==> src/rtl/sevenseg_pkg.sv <==
// -----------------------------------------------------------------------------
// sevenseg_pkg
// Shared types, constants and the hex-to-segment decode used by the
// 4-digit 7-segment scanner.
//   digit_idx_t : index of the digit currently being driven (0 = rightmost)
//   SEG_BLANK   : all segments off (active-low pattern)
//   AN_OFF      : all anodes off (active-low pattern)
//   hex_to_seg  : nibble -> {g,f,e,d,c,b,a}, active-low
// -----------------------------------------------------------------------------
package sevenseg_pkg;

  typedef logic [1:0] digit_idx_t;

  localparam logic [6:0] SEG_BLANK = 7'h7F;
  localparam logic [3:0] AN_OFF    = 4'b1111;

  // Lower-case b and d keep 6/8 and B/8 and D/0 distinguishable on the display.
  function automatic logic [6:0] hex_to_seg(input logic [3:0] hex);
    logic [6:0] pattern;
    case (hex)
      4'h0:    pattern = 7'h40;
      4'h1:    pattern = 7'h79;
      4'h2:    pattern = 7'h24;
      4'h3:    pattern = 7'h30;
      4'h4:    pattern = 7'h19;
      4'h5:    pattern = 7'h12;
      4'h6:    pattern = 7'h02;
      4'h7:    pattern = 7'h78;
      4'h8:    pattern = 7'h00;
      4'h9:    pattern = 7'h10;
      4'hA:    pattern = 7'h08;
      4'hB:    pattern = 7'h03;
      4'hC:    pattern = 7'h46;
      4'hD:    pattern = 7'h21;
      4'hE:    pattern = 7'h06;
      default: pattern = 7'h0E;
    endcase
    return pattern;
  endfunction

endpackage

==> src/rtl/sevenseg_scanner_refresh_tick_gen.sv <==
// -----------------------------------------------------------------------------
// refresh_tick_gen
// Free-running prescaler that sets how long each digit stays lit.
// Counts 0..REFRESH_DIV-1 and wraps.
//   clk     in  system clock
//   reset   in  synchronous, active-high
//   tick    out high during the last cycle of a slot (count == REFRESH_DIV-1)
//   at_zero out high during the first cycle of a slot (count == 0)
// -----------------------------------------------------------------------------
module refresh_tick_gen #(
  parameter int REFRESH_DIV = 100000
) (
  input  logic clk,
  input  logic reset,
  output logic tick,
  output logic at_zero
);

  localparam int CW = (REFRESH_DIV > 1) ? $clog2(REFRESH_DIV) : 1;
  localparam logic [CW-1:0] LAST = CW'(REFRESH_DIV - 1);

  logic [CW-1:0] count;

  assign tick    = (count == LAST);
  assign at_zero = (count == '0);

  // Wrap on tick rather than on overflow so non-power-of-two dividers
  // still give slots of exactly REFRESH_DIV cycles.
  always_ff @(posedge clk) begin
    if (reset) begin
      count <= '0;
    end else if (tick) begin
      count <= '0;
    end else begin
      count <= count + CW'(1);
    end
  end

endmodule

==> src/rtl/sevenseg_scanner.sv <==
// -----------------------------------------------------------------------------
// sevenseg_scanner
// Time-multiplexes four nibbles onto a 4-digit common-anode 7-segment display.
// Inputs are captured into a frame buffer once per frame (start of slot 0) so
// a frame never mixes old and new data. One digit is lit at a time.
//   clk      in   system clock
//   reset    in   synchronous, active-high
//   value    in   16  digit i shows value[4i+3:4i], digit 0 rightmost
//   digit_en in   4   1 = digit i displayed, 0 = blanked
//   dp       in   4   1 = decimal point of digit i lit
//   an       out  4   anode enables, active-low (one low or all high)
//   seg      out  7   {g,f,e,d,c,b,a}, active-low
//   dp_n     out  1   decimal point, active-low
// -----------------------------------------------------------------------------
module sevenseg_scanner
  import sevenseg_pkg::*;
#(
  parameter int REFRESH_DIV = 100000
) (
  input  logic        clk,
  input  logic        reset,
  input  logic [15:0] value,
  input  logic [3:0]  digit_en,
  input  logic [3:0]  dp,
  output logic [3:0]  an,
  output logic [6:0]  seg,
  output logic        dp_n
);

  logic       tick;
  logic       at_zero;
  digit_idx_t idx;

  logic [15:0] shadow_value;
  logic [3:0]  shadow_en;
  logic [3:0]  shadow_dp;

  logic [3:0]  an_next;
  logic [6:0]  seg_next;
  logic        dp_n_next;
  logic [3:0]  nibble;

  refresh_tick_gen #(
    .REFRESH_DIV(REFRESH_DIV)
  ) u_tick (
    .clk    (clk),
    .reset  (reset),
    .tick   (tick),
    .at_zero(at_zero)
  );

  assign nibble = shadow_value[{idx, 2'b00} +: 4];

  // Decode of the current slot; a disabled digit is fully dark, including
  // its decimal point.
  always_comb begin
    an_next   = AN_OFF;
    seg_next  = SEG_BLANK;
    dp_n_next = 1'b1;
    if (shadow_en[idx]) begin
      an_next   = ~(4'b0001 << idx);
      seg_next  = hex_to_seg(nibble);
      dp_n_next = ~shadow_dp[idx];
    end
  end

  // Slot index, frame buffer and registered outputs. Outputs are registered
  // so the display changes in a single clean step between slots; they show
  // the decode of idx/shadow from one cycle earlier.
  always_ff @(posedge clk) begin
    if (reset) begin
      idx          <= '0;
      shadow_value <= '0;
      shadow_en    <= '0;
      shadow_dp    <= '0;
      an           <= AN_OFF;
      seg          <= SEG_BLANK;
      dp_n         <= 1'b1;
    end else begin
      if (tick) begin
        idx <= idx + digit_idx_t'(1);
      end
      if (idx == digit_idx_t'(0) && at_zero) begin
        shadow_value <= value;
        shadow_en    <= digit_en;
        shadow_dp    <= dp;
      end
      an   <= an_next;
      seg  <= seg_next;
      dp_n <= dp_n_next;
    end
  end

endmodule

==> config.mk <==
export PLATFORM = sky130hd
export DESIGN_NAME = sevenseg_scanner
export DESIGN_NICKNAME = d
export VERILOG_FILES = /design/src/rtl/sevenseg_pkg.sv /design/src/rtl/sevenseg_scanner_refresh_tick_gen.sv /design/src/rtl/sevenseg_scanner.sv
export SDC_FILE = /design/constraint.sdc
export NUM_CORES = 1
export LEC_CHECK = 0
export CORE_ASPECT_RATIO = 0.9
export CORE_MARGIN = 1.5
export CORE_UTILIZATION = 45
export CTS_BUF_LIST = sky130_fd_sc_hd__clkbuf_2
export DETAILED_ROUTE_END_ITERATION = 6
export PLACE_DENSITY = 0.66
export RECOVER_POWER = 25
export SLEW_MARGIN = 15
export SYNTH_ARGS = -nofsm -noshare
export SYNTH_HDL_FRONTEND = slang
export SYNTH_SLANG_ARGS = --single-unit
==> constraint.sdc <==
create_clock -name clk -period 3.6 [get_ports clk]
set_input_delay 0.72 -clock clk [delete_from_list [all_inputs] [get_ports clk]]
set_output_delay 0.72 -clock clk [all_outputs]
set_load 0.02 [all_outputs]
---- Yosys cells after proc, flatten, opt, wreduce, memory -nomap -nowiden ----
Memories as Yosys holds them, arrays and structs flattened. A register that Yosys moved wholly into a read port is not among the register bits.
Index checks and enable logic that the tools add are counted.
Widths: inputs -> output; s select.
cells by class
  add/subtract/negate cells ............... 2
  $lt $le $gt $ge ......................... 1
  equality and inequality tests ........... 1
  shift operators ......................... 2
  muxes and demuxes ....................... 4
  bitwise logic cells ..................... 3
  reduce and logical (&&, ||, !) cells .... 5
operator list
  cell                   count
  $add 17x1->17 const B  1
  $eq 17x17->1 const B   1
  $logic_not 17->1       1
  $shiftx 16x5->4        1
  $bmux 1 s2             2
  $not 4->4              1
  $reduce_or 2->1        2
  $shl 1x2->4 const A    1
  $lt 2x3->1 const B     1
  $add 2x1->2 const B    1
  $logic_not 2->1        1
  $mux 1                 2
  $not 1->1              2
  $logic_and 1x1->1      1
storage, ports and cells
  bits in registers ....................... 48
  ROM bits ................................ 112
  output and inout bits ................... 12
  memories ................................ 1
memories
  name             words  width  read ports  clocked after Yosys merged registers in  wr ports  RTL line            source
  (no name shown)  16     7      1           1                                        0         sevenseg_pkg.sv:20  case (hex)

---- Logic depth before layout (Yosys ltp) ----
  depth in word-level cells ............... 4
  gate-level depth with buffers ........... 8
  mapped depth without buffers ............ 6

---- Cells and area by module ----
From an unflattened synthesis, not the netlist that was laid out.
second synthesis, totals
  cell total of the unflattened synthesis .. 276
  area total of the unflattened synthesis .. 2497.4 um^2
modules (own cells, without submodules)
  module            times used  cells each  area an instance (um^2)  sequential area each (um^2)
  sevenseg_scanner  1           179         1657.8                   760.7
  refresh_tick_gen  1           97          839.6                    340.3

---- Least setup slack after synthesis ----
OpenSTA, ideal clock, no wires.
  path kind ............................... flip-flop to flip-flop
  start point ............................. register idx[0]
  end point ............................... register seg[1]
  library setup time ...................... 0.129 ns
  arrival time ............................ 1.714 ns
  required time ........................... 3.471 ns
  path slack .............................. 1.757 ns
  stages on the path, launching flop included .. 7
  buffers on the path ..................... 1
  path through ............................ dfxtp_1 buf_4 mux4_2 inv_1 ha_1 o211ai_1 o211ai_1
on the way
  word-level cells in the longest chain between the ends .. 4
RTL lines
  what                                                                     RTL line                source
  start: declaration                                                       sevenseg_scanner.sv:32  digit_idx_t idx;
  start signal: assignment                                                 sevenseg_scanner.sv:81  idx <= idx + digit_idx_t'(1);
  parallel branches: the longest is 4 deep, another holds $shiftx 16x5->4  -
  end: declaration                                                         sevenseg_scanner.sv:26  output logic [6:0] seg,
Parallel ways; which one is timed is not known. The select of a mux whose other input is x is not followed.
A chain may end at the register's enable or synchronous reset.

---- Worst setup path after layout ----
  start point ............................. input port reset
  end point ............................... register u_tick.count[14]
on the way
  word-level cells in the longest chain between the ends .. 1
RTL lines
  what                              RTL line                                 source
  start: declaration                sevenseg_scanner.sv:21                   input logic reset,
  $reduce_or 2->1 (no source line)  -
  end signal: assignment            sevenseg_scanner_refresh_tick_gen.sv:35  count <= count + CW'(1);
  end: declaration                  sevenseg_scanner_refresh_tick_gen.sv:22  logic [CW-1:0] count;
No other way between the ends.

==> flow_summary_export.csv <==
group,metric,value,unit
yosys,synth_compound_gate_area_share,15.5,%
routing,drt_pass1_iterations,4,
critical_path,category_of_the_worst_setup_path_capture_point,"register",
yosys,synth.cells.most_frequent,"dfxtp_1, nand3_1, a21oi_1",
routing,drtAntennaViolNets,0,
sta,timing.clock.skew,17.1,ps
clock_network,cts_post_setup_buffers_inserted,0,
yosys,post_synth_and_or_nand_nor_area_fraction,19.6,%
yosys,yosys.area.top_type,"dfxtp_1",
yosys,synth_top_flop_cell,"dfxtp_1",
sta,fmaxAchievable,0.382,GHz
critical_path,critical_path_peak_fanout,30,
clock_network,cts-root-buf,"clkbuf_2",
global_route,grt_pass1_vias,1812,
yosys,cells_taking_the_most_area_after_synthesis,"dfxtp_1, nand3_1, a21oi_1",
yosys,yosysWarnings,0,
routing,drt_first_iter_violations,129,
floorplan,placementRows,25,
sta,worst_tran_pin_value,1310,ps
global_route,grtUsageMet1,25.9,%
place,post-dp-hpwl,3.41,mm
critical_path,crit_path_top_delay_cell,"clkbuf_1",
layout,final_net_count,345,
place,gp_congestion,0.800,
critical_path,critPathMaxStageDelay,950,ps
clock_network,numCtsBuffers,5,
sta,timing_max_transition_violations_final,0,
yosys,yosys.area_share.adder,5.86,%
routing,totalWireLength,5.00,mm
run,max-cap-violations,0,
clock_network,cts_resized,0,
floorplan,die_area,6150,um2
floorplan,design.portCount,38,
sta,unrepaired_setup_endpoints_after_global_routing,"no",
sta,fin_setup_tns,0,ps
layout,drive_above_1_share,5.84,%
yosys,synth_enable_flop_cells,0,
clock_network,cts_tree,"done",
global_route,grt_use_total,17.6,%
clock_network,clk_pin_slew_worst_paths,280,ps
yosys,synth_mux_area_share,5.67,%
sta,hold_viol,0,
routing,detailroute.via_count,2038,
floorplan,die_h,74.6,um
global_route,grt_start_max_net_pins,31,
global_route,global_route.overflow_total,0,
sta,timing.max_slew.rel_slack,12.6,%
global_route,grt_busiest_layer,"met1",
floorplan,initial_cell_density_of_the_core,47.6,%
outcome,outcome,"finished clean",
global_route,number_of_antenna_violations_at_the_first_check_in_global_routing,0,
power,max_rail_drop_vdd,0.260,mV
sta,timing.final.crit_period,2620,ps
routing,drcViolationCount,0,
yosys,ys_async_sr_fraction,0,%
global_route,grt_first_pass_wirelength,8.34,mm
routing,avgViaCountPerCell,5.43,
clock_network,htreeDepth,2,
yosys,synth.ff_latch_count,55,
yosys,yosys.cell_count.top_type,"dfxtp_1",
hold_path,worstHoldPathType,"register to register",
yosys,post_synth_instance_area,2560,um2
layout,utilization,55.6,%
yosys,synth.distinct_cells,39,
global_route,grtUsageMet3,3.80,%
critical_path,timing_worst_setup_path_type,"input pin to register",
layout,syn2layout_area_growth,16.9,%
global_route,gr_util_met2,25.4,%
yosys,synth.top_cell.area_share,43.0,%
clock_network,clkLatencyLatePin,450,ps
clock_network,holdBufCountCts,0,
layout,antenna-diode-count,0,
clock_network,clock_tree.buffer_depth,2,
power,static-leakage-power,1.04,nW
yosys,syn_area_per_cell,9.05,um2
yosys,yosysSeqAreaShare,43.0,%
power,power_density,404,nW/um2
yosys,synth_cells,283,
sta,report.final.setup_viol,0,
yosys,synth_top_family_by_area,"simple AND/OR/NAND/NOR gates",
yosys,synth-xor-area-share,4.45,%
sta,share_of_the_clock_period_used_by_the_worst_path_after_layout,72.8,%
place,io_buffer_count,37,
floorplan,die_width,82.5,um
yosys,synth_fp_nets,321,
critical_path,timing.critical_path.arrival,2950,ps
floorplan,core_area,5380,um2
critical_path,required,3930,ps
clock_network,clkSinkCount,55,
routing,mean_routed_wirelength_per_cell,13.3,um
critical_path,critical_path_cell_by_cell,"dlygate4sd3_1 -> clkbuf_1 -> o21bai_1 -> nor2_1",
critical_path,crit_path_start_kind,"input pin",
[layer usage]
layer,routed length (um),part of all wire (%),vias to the layer above
met5,0,0,-
met4,61,1.2,0
met3,242,4.8,7
met2,2090,42,46
met1,2610,52,934
li1,-,-,1051
[power by group]
group,leakage (nW),switching (mW),total (mW),internal (mW)
Clock,0.0492,0.199,0.384,0.186
Combinational,0.544,0.0891,0.167,0.0779
Sequential,0.449,0.0144,0.658,0.643
Total,1.04,0.302,1.21,0.907
[layout make-up]
cell class,instances,area [um2]
fill,513,2390
clock inverter,3,67.6
clock buffer,5,25.0
timing repair buffer,38,374
inverter,10,37.5
tap,67,83.8
sequential,55,1100
multi-input combinational,197,1300
[cell families (layout without fill, tap and decap cells)]
family / Yosys count / count (layout)
compound gates: 71 / 71
xor+xnor: 13 / 13
buf+inv: 31 / 56
mux: 7 / 7
flops: 55 / 55
simple gates: 94 / 94
fa+ha+maj: 12 / 12
[sequential cells by signal (all words and copies together), names as in the netlist]
signal,count
u_tick.count,17
shadow_value,16
seg,7
an,4
shadow_dp,4
shadow_en,4
idx,2
dp_n,1
[path summary, 6_finish.rpt]
path | start | endpoint | slack [ps] | cells after the start
worst max-delay path | reset | u_tick.count[14] | 980 | 4
worst min-delay path | shadow_dp[1] | shadow_dp[1] | 490 | 2
worst max register to register | u_tick.count[0] | u_tick.count[14] | 1280 | 5
worst min register to register | shadow_dp[1] | shadow_dp[1] | 490 | 2
[through the flow]
stage               power (mW)  cells  hold WS (ps)  instance area, um2  setup WS (ps)
finish                    1.21    375           494                2990            979
global route              1.26    375           502                2990            797
CTS                       1.22    375           492                3000           1360
detailed placement       0.837    367           464                2910           1170
global placement         0.836    367           455                2910           1240
floorplan                0.781    283           441                2560           1760
[worst max-delay path: cells and delay by family]
family                 cells  cell delay, ps
AND/OR/NAND/NOR            1             120
AO/OA/AOI/OAI              1             620
buffers and inverters      2            1470
[placed cells by master (no fill, tap or decap), drive strengths merged]
cell type	count
nor2b	3
or3	3
and2	1
o221ai	4
o21ai	29
or2	1
nor4	4
or4	2
xor2	8
nand2	16
inv	10
o21bai	1
clkinvlp	1
and3	1
o31ai	1
a21oi	31
o2bb2ai	1
nor2	18
nand3	31
clkdlybuf4s50	36
dfxtp	55
ha	12
nand4	5
nand2b	1
dlygate4sd3	1
xnor2	5
o211ai	2
clkbuf	6
nor3	2
nor4b	1
mux2i	1
mux4	6
and4	5
bufinv	2
a211oi	2
Note: power is estimated with default switching activity, not from simulation.
